<file path="src/rtl/axi_rr_arbiter_2to1.sv">
// Two-master to one-slave AXI4 arbiter.
// Write (AW/W/B) and read (AR/R) paths are arbitrated independently, each
// round-robin with a single outstanding transaction. WLAST towards the slave
// is regenerated from the latched AWLEN; wlast_err flags masters that disagree.
// Ports:
//   aclk, aresetn         clock, asynchronous active-low reset
//   s0_axi_* / s1_axi_*   master-facing AXI4 ports (masters 0 and 1)
//   m_axi_*               slave-facing AXI4 port
//   wr_grant / rd_grant   one-hot owner of the write / read path, 0 when idle
//   wlast_err             high on a W handshake whose master WLAST is wrong
module axi_rr_arbiter_2to1 #(
  parameter int unsigned ADDR_W = 32,
  parameter int unsigned DATA_W = 32,
  parameter int unsigned ID_W   = 3,
  localparam int unsigned STRB_W = DATA_W / 8
) (
  input  logic              aclk,
  input  logic              aresetn,
  // master 0
  input  logic [ID_W-1:0]   s0_axi_awid,
  input  logic [ADDR_W-1:0] s0_axi_awaddr,
  input  logic [7:0]        s0_axi_awlen,
  input  logic [2:0]        s0_axi_awsize,
  input  logic [1:0]        s0_axi_awburst,
  input  logic              s0_axi_awvalid,
  output logic              s0_axi_awready,
  input  logic [DATA_W-1:0] s0_axi_wdata,
  input  logic [STRB_W-1:0] s0_axi_wstrb,
  input  logic              s0_axi_wlast,
  input  logic              s0_axi_wvalid,
  output logic              s0_axi_wready,
  output logic [ID_W-1:0]   s0_axi_bid,
  output logic [1:0]        s0_axi_bresp,
  output logic              s0_axi_bvalid,
  input  logic              s0_axi_bready,
  input  logic [ID_W-1:0]   s0_axi_arid,
  input  logic [ADDR_W-1:0] s0_axi_araddr,
  input  logic [7:0]        s0_axi_arlen,
  input  logic [2:0]        s0_axi_arsize,
  input  logic [1:0]        s0_axi_arburst,
  input  logic              s0_axi_arvalid,
  output logic              s0_axi_arready,
  output logic [ID_W-1:0]   s0_axi_rid,
  output logic [DATA_W-1:0] s0_axi_rdata,
  output logic [1:0]        s0_axi_rresp,
  output logic              s0_axi_rlast,
  output logic              s0_axi_rvalid,
  input  logic              s0_axi_rready,
  // master 1
  input  logic [ID_W-1:0]   s1_axi_awid,
  input  logic [ADDR_W-1:0] s1_axi_awaddr,
  input  logic [7:0]        s1_axi_awlen,
  input  logic [2:0]        s1_axi_awsize,
  input  logic [1:0]        s1_axi_awburst,
  input  logic              s1_axi_awvalid,
  output logic              s1_axi_awready,
  input  logic [DATA_W-1:0] s1_axi_wdata,
  input  logic [STRB_W-1:0] s1_axi_wstrb,
  input  logic              s1_axi_wlast,
  input  logic              s1_axi_wvalid,
  output logic              s1_axi_wready,
  output logic [ID_W-1:0]   s1_axi_bid,
  output logic [1:0]        s1_axi_bresp,
  output logic              s1_axi_bvalid,
  input  logic              s1_axi_bready,
  input  logic [ID_W-1:0]   s1_axi_arid,
  input  logic [ADDR_W-1:0] s1_axi_araddr,
  input  logic [7:0]        s1_axi_arlen,
  input  logic [2:0]        s1_axi_arsize,
  input  logic [1:0]        s1_axi_arburst,
  input  logic              s1_axi_arvalid,
  output logic              s1_axi_arready,
  output logic [ID_W-1:0]   s1_axi_rid,
  output logic [DATA_W-1:0] s1_axi_rdata,
  output logic [1:0]        s1_axi_rresp,
  output logic              s1_axi_rlast,
  output logic              s1_axi_rvalid,
  input  logic              s1_axi_rready,
  // slave side
  output logic [ID_W-1:0]   m_axi_awid,
  output logic [ADDR_W-1:0] m_axi_awaddr,
  output logic [7:0]        m_axi_awlen,
  output logic [2:0]        m_axi_awsize,
  output logic [1:0]        m_axi_awburst,
  output logic              m_axi_awvalid,
  input  logic              m_axi_awready,
  output logic [DATA_W-1:0] m_axi_wdata,
  output logic [STRB_W-1:0] m_axi_wstrb,
  output logic              m_axi_wlast,
  output logic              m_axi_wvalid,
  input  logic              m_axi_wready,
  input  logic [ID_W-1:0]   m_axi_bid,
  input  logic [1:0]        m_axi_bresp,
  input  logic              m_axi_bvalid,
  output logic              m_axi_bready,
  output logic [ID_W-1:0]   m_axi_arid,
  output logic [ADDR_W-1:0] m_axi_araddr,
  output logic [7:0]        m_axi_arlen,
  output logic [2:0]        m_axi_arsize,
  output logic [1:0]        m_axi_arburst,
  output logic              m_axi_arvalid,
  input  logic              m_axi_arready,
  input  logic [ID_W-1:0]   m_axi_rid,
  input  logic [DATA_W-1:0] m_axi_rdata,
  input  logic [1:0]        m_axi_rresp,
  input  logic              m_axi_rlast,
  input  logic              m_axi_rvalid,
  output logic              m_axi_rready,
  // status
  output logic [1:0]        wr_grant,
  output logic [1:0]        rd_grant,
  output logic              wlast_err
);

  typedef enum logic [1:0] {W_IDLE, W_ADDR, W_DATA, W_RESP} wstate_t;
  typedef enum logic [1:0] {R_IDLE, R_ADDR, R_DATA} rstate_t;

  wstate_t    wstate;
  rstate_t    rstate;
  logic       wsel, wprio, rsel, rprio;
  logic [7:0] wlen, wcnt;

  // Phase decodes: which master currently owns which channel
  logic w_addr0, w_addr1, w_data0, w_data1, w_resp0, w_resp1;
  logic r_addr0, r_addr1, r_data0, r_data1;

  assign w_addr0 = (wstate == W_ADDR) && !wsel;
  assign w_addr1 = (wstate == W_ADDR) &&  wsel;
  assign w_data0 = (wstate == W_DATA) && !wsel;
  assign w_data1 = (wstate == W_DATA) &&  wsel;
  assign w_resp0 = (wstate == W_RESP) && !wsel;
  assign w_resp1 = (wstate == W_RESP) &&  wsel;
  assign r_addr0 = (rstate == R_ADDR) && !rsel;
  assign r_addr1 = (rstate == R_ADDR) &&  rsel;
  assign r_data0 = (rstate == R_DATA) && !rsel;
  assign r_data1 = (rstate == R_DATA) &&  rsel;

  logic aw_hs, w_hs, b_hs, ar_hs, r_hs_last;
  assign aw_hs     = m_axi_awvalid & m_axi_awready;
  assign w_hs      = m_axi_wvalid & m_axi_wready;
  assign b_hs      = m_axi_bvalid & m_axi_bready;
  assign ar_hs     = m_axi_arvalid & m_axi_arready;
  assign r_hs_last = m_axi_rvalid & m_axi_rready & m_axi_rlast;

  // Round-robin pick: priority holder wins a tie, otherwise the lone requester
  logic w_pick, r_pick;
  assign w_pick = (s0_axi_awvalid && s1_axi_awvalid) ? wprio : s1_axi_awvalid;
  assign r_pick = (s0_axi_arvalid && s1_axi_arvalid) ? rprio : s1_axi_arvalid;

  // Write path state machine
  always_ff @(posedge aclk or negedge aresetn) begin
    if (!aresetn) begin
      wstate <= W_IDLE;
      wsel   <= 1'b0;
      wprio  <= 1'b0;
      wlen   <= 8'd0;
      wcnt   <= 8'd0;
    end else begin
      case (wstate)
        W_IDLE: begin
          if (s0_axi_awvalid || s1_axi_awvalid) begin
            wsel   <= w_pick;
            wstate <= W_ADDR;
          end
        end
        W_ADDR: begin
          if (aw_hs) begin
            wlen   <= m_axi_awlen;
            wcnt   <= 8'd0;
            wstate <= W_DATA;
          end
        end
        W_DATA: begin
          if (w_hs) begin
            // wcnt may roll over to 0 after beat 256; the compare already used it
            wcnt <= wcnt + 8'd1;
            if (wcnt == wlen) wstate <= W_RESP;
          end
        end
        W_RESP: begin
          if (b_hs) begin
            wprio  <= ~wsel;
            wstate <= W_IDLE;
          end
        end
        default: wstate <= W_IDLE;
      endcase
    end
  end

  // Read path state machine
  always_ff @(posedge aclk or negedge aresetn) begin
    if (!aresetn) begin
      rstate <= R_IDLE;
      rsel   <= 1'b0;
      rprio  <= 1'b0;
    end else begin
      case (rstate)
        R_IDLE: begin
          if (s0_axi_arvalid || s1_axi_arvalid) begin
            rsel   <= r_pick;
            rstate <= R_ADDR;
          end
        end
        R_ADDR: if (ar_hs) rstate <= R_DATA;
        R_DATA: begin
          if (r_hs_last) begin
            rprio  <= ~rsel;
            rstate <= R_IDLE;
          end
        end
        default: rstate <= R_IDLE;
      endcase
    end
  end

  assign wr_grant = (wstate == W_IDLE) ? 2'b00 : (wsel ? 2'b10 : 2'b01);
  assign rd_grant = (rstate == R_IDLE) ? 2'b00 : (rsel ? 2'b10 : 2'b01);

  // AW channel
  assign m_axi_awid    = w_addr1 ? s1_axi_awid    : (w_addr0 ? s0_axi_awid    : '0);
  assign m_axi_awaddr  = w_addr1 ? s1_axi_awaddr  : (w_addr0 ? s0_axi_awaddr  : '0);
  assign m_axi_awlen   = w_addr1 ? s1_axi_awlen   : (w_addr0 ? s0_axi_awlen   : '0);
  assign m_axi_awsize  = w_addr1 ? s1_axi_awsize  : (w_addr0 ? s0_axi_awsize  : '0);
  assign m_axi_awburst = w_addr1 ? s1_axi_awburst : (w_addr0 ? s0_axi_awburst : '0);
  assign m_axi_awvalid = (w_addr1 & s1_axi_awvalid) | (w_addr0 & s0_axi_awvalid);
  assign s0_axi_awready = w_addr0 & m_axi_awready;
  assign s1_axi_awready = w_addr1 & m_axi_awready;

  // W channel; WLAST comes from the beat count, not from the master
  logic w_mst_last;
  assign w_mst_last   = wsel ? s1_axi_wlast : s0_axi_wlast;
  assign m_axi_wdata  = w_data1 ? s1_axi_wdata : (w_data0 ? s0_axi_wdata : '0);
  assign m_axi_wstrb  = w_data1 ? s1_axi_wstrb : (w_data0 ? s0_axi_wstrb : '0);
  assign m_axi_wvalid = (w_data1 & s1_axi_wvalid) | (w_data0 & s0_axi_wvalid);
  assign m_axi_wlast  = (wstate == W_DATA) && (wcnt == wlen);
  assign s0_axi_wready = w_data0 & m_axi_wready;
  assign s1_axi_wready = w_data1 & m_axi_wready;
  assign wlast_err     = w_hs & (w_mst_last != m_axi_wlast);

  // B channel
  assign s0_axi_bid    = w_resp0 ? m_axi_bid   : '0;
  assign s0_axi_bresp  = w_resp0 ? m_axi_bresp : '0;
  assign s0_axi_bvalid = w_resp0 & m_axi_bvalid;
  assign s1_axi_bid    = w_resp1 ? m_axi_bid   : '0;
  assign s1_axi_bresp  = w_resp1 ? m_axi_bresp : '0;
  assign s1_axi_bvalid = w_resp1 & m_axi_bvalid;
  assign m_axi_bready  = (w_resp0 & s0_axi_bready) | (w_resp1 & s1_axi_bready);

  // AR channel
  assign m_axi_arid    = r_addr1 ? s1_axi_arid    : (r_addr0 ? s0_axi_arid    : '0);
  assign m_axi_araddr  = r_addr1 ? s1_axi_araddr  : (r_addr0 ? s0_axi_araddr  : '0);
  assign m_axi_arlen   = r_addr1 ? s1_axi_arlen   : (r_addr0 ? s0_axi_arlen   : '0);
  assign m_axi_arsize  = r_addr1 ? s1_axi_arsize  : (r_addr0 ? s0_axi_arsize  : '0);
  assign m_axi_arburst = r_addr1 ? s1_axi_arburst : (r_addr0 ? s0_axi_arburst : '0);
  assign m_axi_arvalid = (r_addr1 & s1_axi_arvalid) | (r_addr0 & s0_axi_arvalid);
  assign s0_axi_arready = r_addr0 & m_axi_arready;
  assign s1_axi_arready = r_addr1 & m_axi_arready;

  // R channel
  assign s0_axi_rid    = r_data0 ? m_axi_rid   : '0;
  assign s0_axi_rdata  = r_data0 ? m_axi_rdata : '0;
  assign s0_axi_rresp  = r_data0 ? m_axi_rresp : '0;
  assign s0_axi_rlast  = r_data0 & m_axi_rlast;
  assign s0_axi_rvalid = r_data0 & m_axi_rvalid;
  assign s1_axi_rid    = r_data1 ? m_axi_rid   : '0;
  assign s1_axi_rdata  = r_data1 ? m_axi_rdata : '0;
  assign s1_axi_rresp  = r_data1 ? m_axi_rresp : '0;
  assign s1_axi_rlast  = r_data1 & m_axi_rlast;
  assign s1_axi_rvalid = r_data1 & m_axi_rvalid;
  assign m_axi_rready  = (r_data0 & s0_axi_rready) | (r_data1 & s1_axi_rready);

endmodule

</file>
<file path="config.mk">
export PLATFORM = sky130hd
export DESIGN_NAME = axi_rr_arbiter_2to1
export DESIGN_NICKNAME = d
export VERILOG_FILES = /design/src/rtl/axi_rr_arbiter_2to1.sv
export SDC_FILE = /design/constraint.sdc
export NUM_CORES = 1
export LEC_CHECK = 0
export CAP_MARGIN = 15
export CORE_AREA = 5 5 215 217
export CTS_BUF_LIST = sky130_fd_sc_hd__clkbuf_16
export DETAILED_ROUTE_END_ITERATION = 10
export DIE_AREA = 0 0 220 222
export PLACE_DENSITY = 0.42
export SLEW_MARGIN = 40
export SYNTH_ARGS = -nofsm -noshare
export SYNTH_HDL_FRONTEND = slang
export SYNTH_SLANG_ARGS = --single-unit
</file>
<file path="constraint.sdc">
create_clock -name aclk -period 2.5 [get_ports aclk]
set_input_delay 0.5 -clock aclk [delete_from_list [all_inputs] [get_ports aclk]]
set_output_delay 0.5 -clock aclk [all_outputs]
set_load 0.05 [all_outputs]
</file>
==> reports/metrics.cfg <==
[detailed_routing]
firstDrtPassIters = 5
drt_iter0_markers = 214
wl_per_cell_um = 22.5
antenna_left = 0
remaining_drc_errors = 0
vias = 6044
vias_per_cell = 3.63
routed_wl_um = 37400

[setup_path]
worstReg2RegStart = wstate[1]
worstPathArrival_ns = 1.93
cp_num_cells = 6
r2r_cells = 7
cp-end-kind = output port
critPathLaunchType = flop
crit_path_cell_trace = xor2_1 -> nor4_1 -> nand2_1 -> or3_4 -> a21oi_4 -> buf_12
path_class = flop to output port
required_ns = 2.00
critPathSlowestCell = dfrtp_2
cp_max_fo = 2
cp_top_family = simple AND/OR/NAND/NOR gates
critPathBufInv = 1
startpoint = wcnt[4]
crit_path_max_incr_delay_ns = 0.41

[timing]
fmax_mhz = 411
setup_viol = 0
tightestPinTransition_ns = 0.557
drv_slew = 0
fin_tns_setup_ns = 0
setup_slack_ns = 0.0696
period_needed_ns = 2.43
hold_viol = 0
slew_headroom = 0.618
finalCritPeriodShare = 0.972
fin_hold_ws_ns = 0.523
clock_skew_ns = 0.00798
rsz0062_at_grt = true

[logic_synthesis]
synth_commonest_cells = nor2_1 (103), mux2i_1 (90), and2_1 (86), a22o_1 (50), clkbuf_1 (28)
synth_top_flop_cell = dfrtp_1
ys_seq_area_frac = 0.158
async_reset_ff_frac = 1.00
syn-num-nets = 834
synth_edf_count = 0
synth_top_cell_area_share = 0.237
syn_area_per_cell_um2 = 7.56
synthCells = 503
ys_warn_count = 0
yosysTopAreaCell = mux2i_1
yosysMostFrequentCell = nor2_1
synthTopCellsByArea = mux2i_1 (24%), dfrtp_1 (16%), and2_1 (14%)
syn-cell-area_um2 = 3800
synth_cell_type_count = 38
synth-seq-cells = 24

[floorplanning]
ioPinCount = 565
dieArea_um2 = 48800
start_util = 0.0866
rows = 77
core-area_um2 = 43900
die_h_um = 222
die_w_um = 220

[place]
dp.final_hpwl_um = 33900
gp_congestion = 0.827
port-buffer-count = 564
pre_cts_slack_ns = 0.0638
place_area_um2 = 12700

[cells_and_area]
multiInputGateArea_um2 = 3040
nFillCells = 4591
seq_area_um2 = 608
fin_nets = 1395
area_growth_pct = 240
drive_gt1_frac = 0.284
fin_area_um2 = 12900

[hold_path]
hold_class = flop to flop
hold_depth = 1
hp-start = wprio

[global_route]
grt_first_pass_wirelength_um = 50400
track_usage = 0.143
grt.overflow.total = 0
grt_pass1_vias = 6570
antenna_found_initial = 15
grt_max_degree = 45

[clocking]
clkTransAtPathRegs_ns = 0.07
numCtsBuffers = 3
htreeDepth = 1
tritoncts = done
clock_path_buffers = 2
clock-sinks = 24
cts_hold_buf = 0
clockRootBuffer = clkbuf_16
worstSkewPairLatency_ns = 0.26

[power]
p_leak_nw = 5.31
p_per_area_nw_per_um2 = 1180
vdd_drop_max_mv = 0.593

[run_status]
status = complete, no violations

[job]
drv_cap = 0

## metrics by stage
step | cells | total power, mW | util
final | 1663 | 15.3 | 0.294
after global routing | 1659 | 16.0 | 0.294
after CTS | 1654 | 15.5 | 0.293
after detailed placement | 1646 | 14.9 | 0.290
after global placement | 1646 | 14.9 | 0.290
after floorplan | 503 | 7.59 | -
## power breakdown
| group | switching, mW | internal [mW] |
|---|---|---|
| registers | 0.197 | 0.543 |
| clock network | 0.155 | 0.319 |
| logic | 7.67 | 6.42 |
| total | 8.03 | 7.29 |
## state kept, by name, indices dropped and copies added, names as in the netlist
| name | count |
|---|---|
| wlen | 8 |
| wcnt | 8 |
| wprio | 1 |
| rstate | 2 |
| rsel | 1 |
| rprio | 1 |
| wsel | 1 |
| wstate | 2 |
## cell type report
type,instances,area share
Timing Repair Buffer,598,0.649
Multi-Input combinational cell,431,0.235
Tap cell,592,0.0573
Sequential cell,24,0.0470
Clock buffer,3,0.00581
Clock inverter,1,0.00232
Inverter,6,0.00203
Antenna cell,8,0.00155
## worst register-to-register path: cells and delay by family (launching register included)
kind / cells / cell delay [ns]
flip-flops: 1 / 0.42
multiplexers: 1 / 0.34
buffers and inverters: 3 / 0.53
AND/OR/NAND/NOR: 2 / 0.56
adder cells (fa/ha/maj): 1 / 0.25
## path summary, 6_finish.rpt
check | slack [ns] | to
worst max-delay path | 0.07 | wlast_err
worst min-delay path | 0.52 | wprio
worst max register to register | 0.28 | wlen[6]
worst min register to register | 0.52 | wprio
max in group asynchronous | 1.55 | wsel
min in group asynchronous | 0.63 | wlen[3]
## metal layers
metal  GRT usage  share of wire  routed length, um
met5           0         0.0016                 60
met4      0.0308          0.021                800
met3      0.0601           0.11               4280
met2       0.283           0.54              20400
met1       0.134           0.32              11900
## layout by cell type, fill, tap and decap left out, drive strengths merged, types with 9 or more instances in the layout
cell / synthesis / routed
clkdlybuf4s50: 0 / 326
buf: 14 / 272
nor2: 103 / 103
mux2i: 90 / 90
and2: 86 / 86
a22o: 50 / 50
dfrtp: 24 / 24
nand2: 18 / 18
mux2: 13 / 13
and3: 9 / 9
## cells by family after synthesis
| kind of cell | Yosys count | share of synthesized area |
|---|---|---|
| AND/OR/NAND/NOR | 236 | 0.309 |
| multiplexers | 103 | 0.275 |
| AO/OA/AOI/OAI | 76 | 0.164 |
| buffers and inverters | 48 | 0.0517 |
| flip-flops | 24 | 0.158 |
| XOR/XNOR | 11 | 0.0253 |
| adder cells (fa/ha/maj) | 5 | 0.0165 |
## what timing repair did
action                                  CTS  global route
gates cloned                              0             0
pin swaps                                 1             4
buffers inserted                          4             1
gates resized for setup                   5             5
endpoints found under the setup margin   45             3
Power figures use the tool's default switching activity.
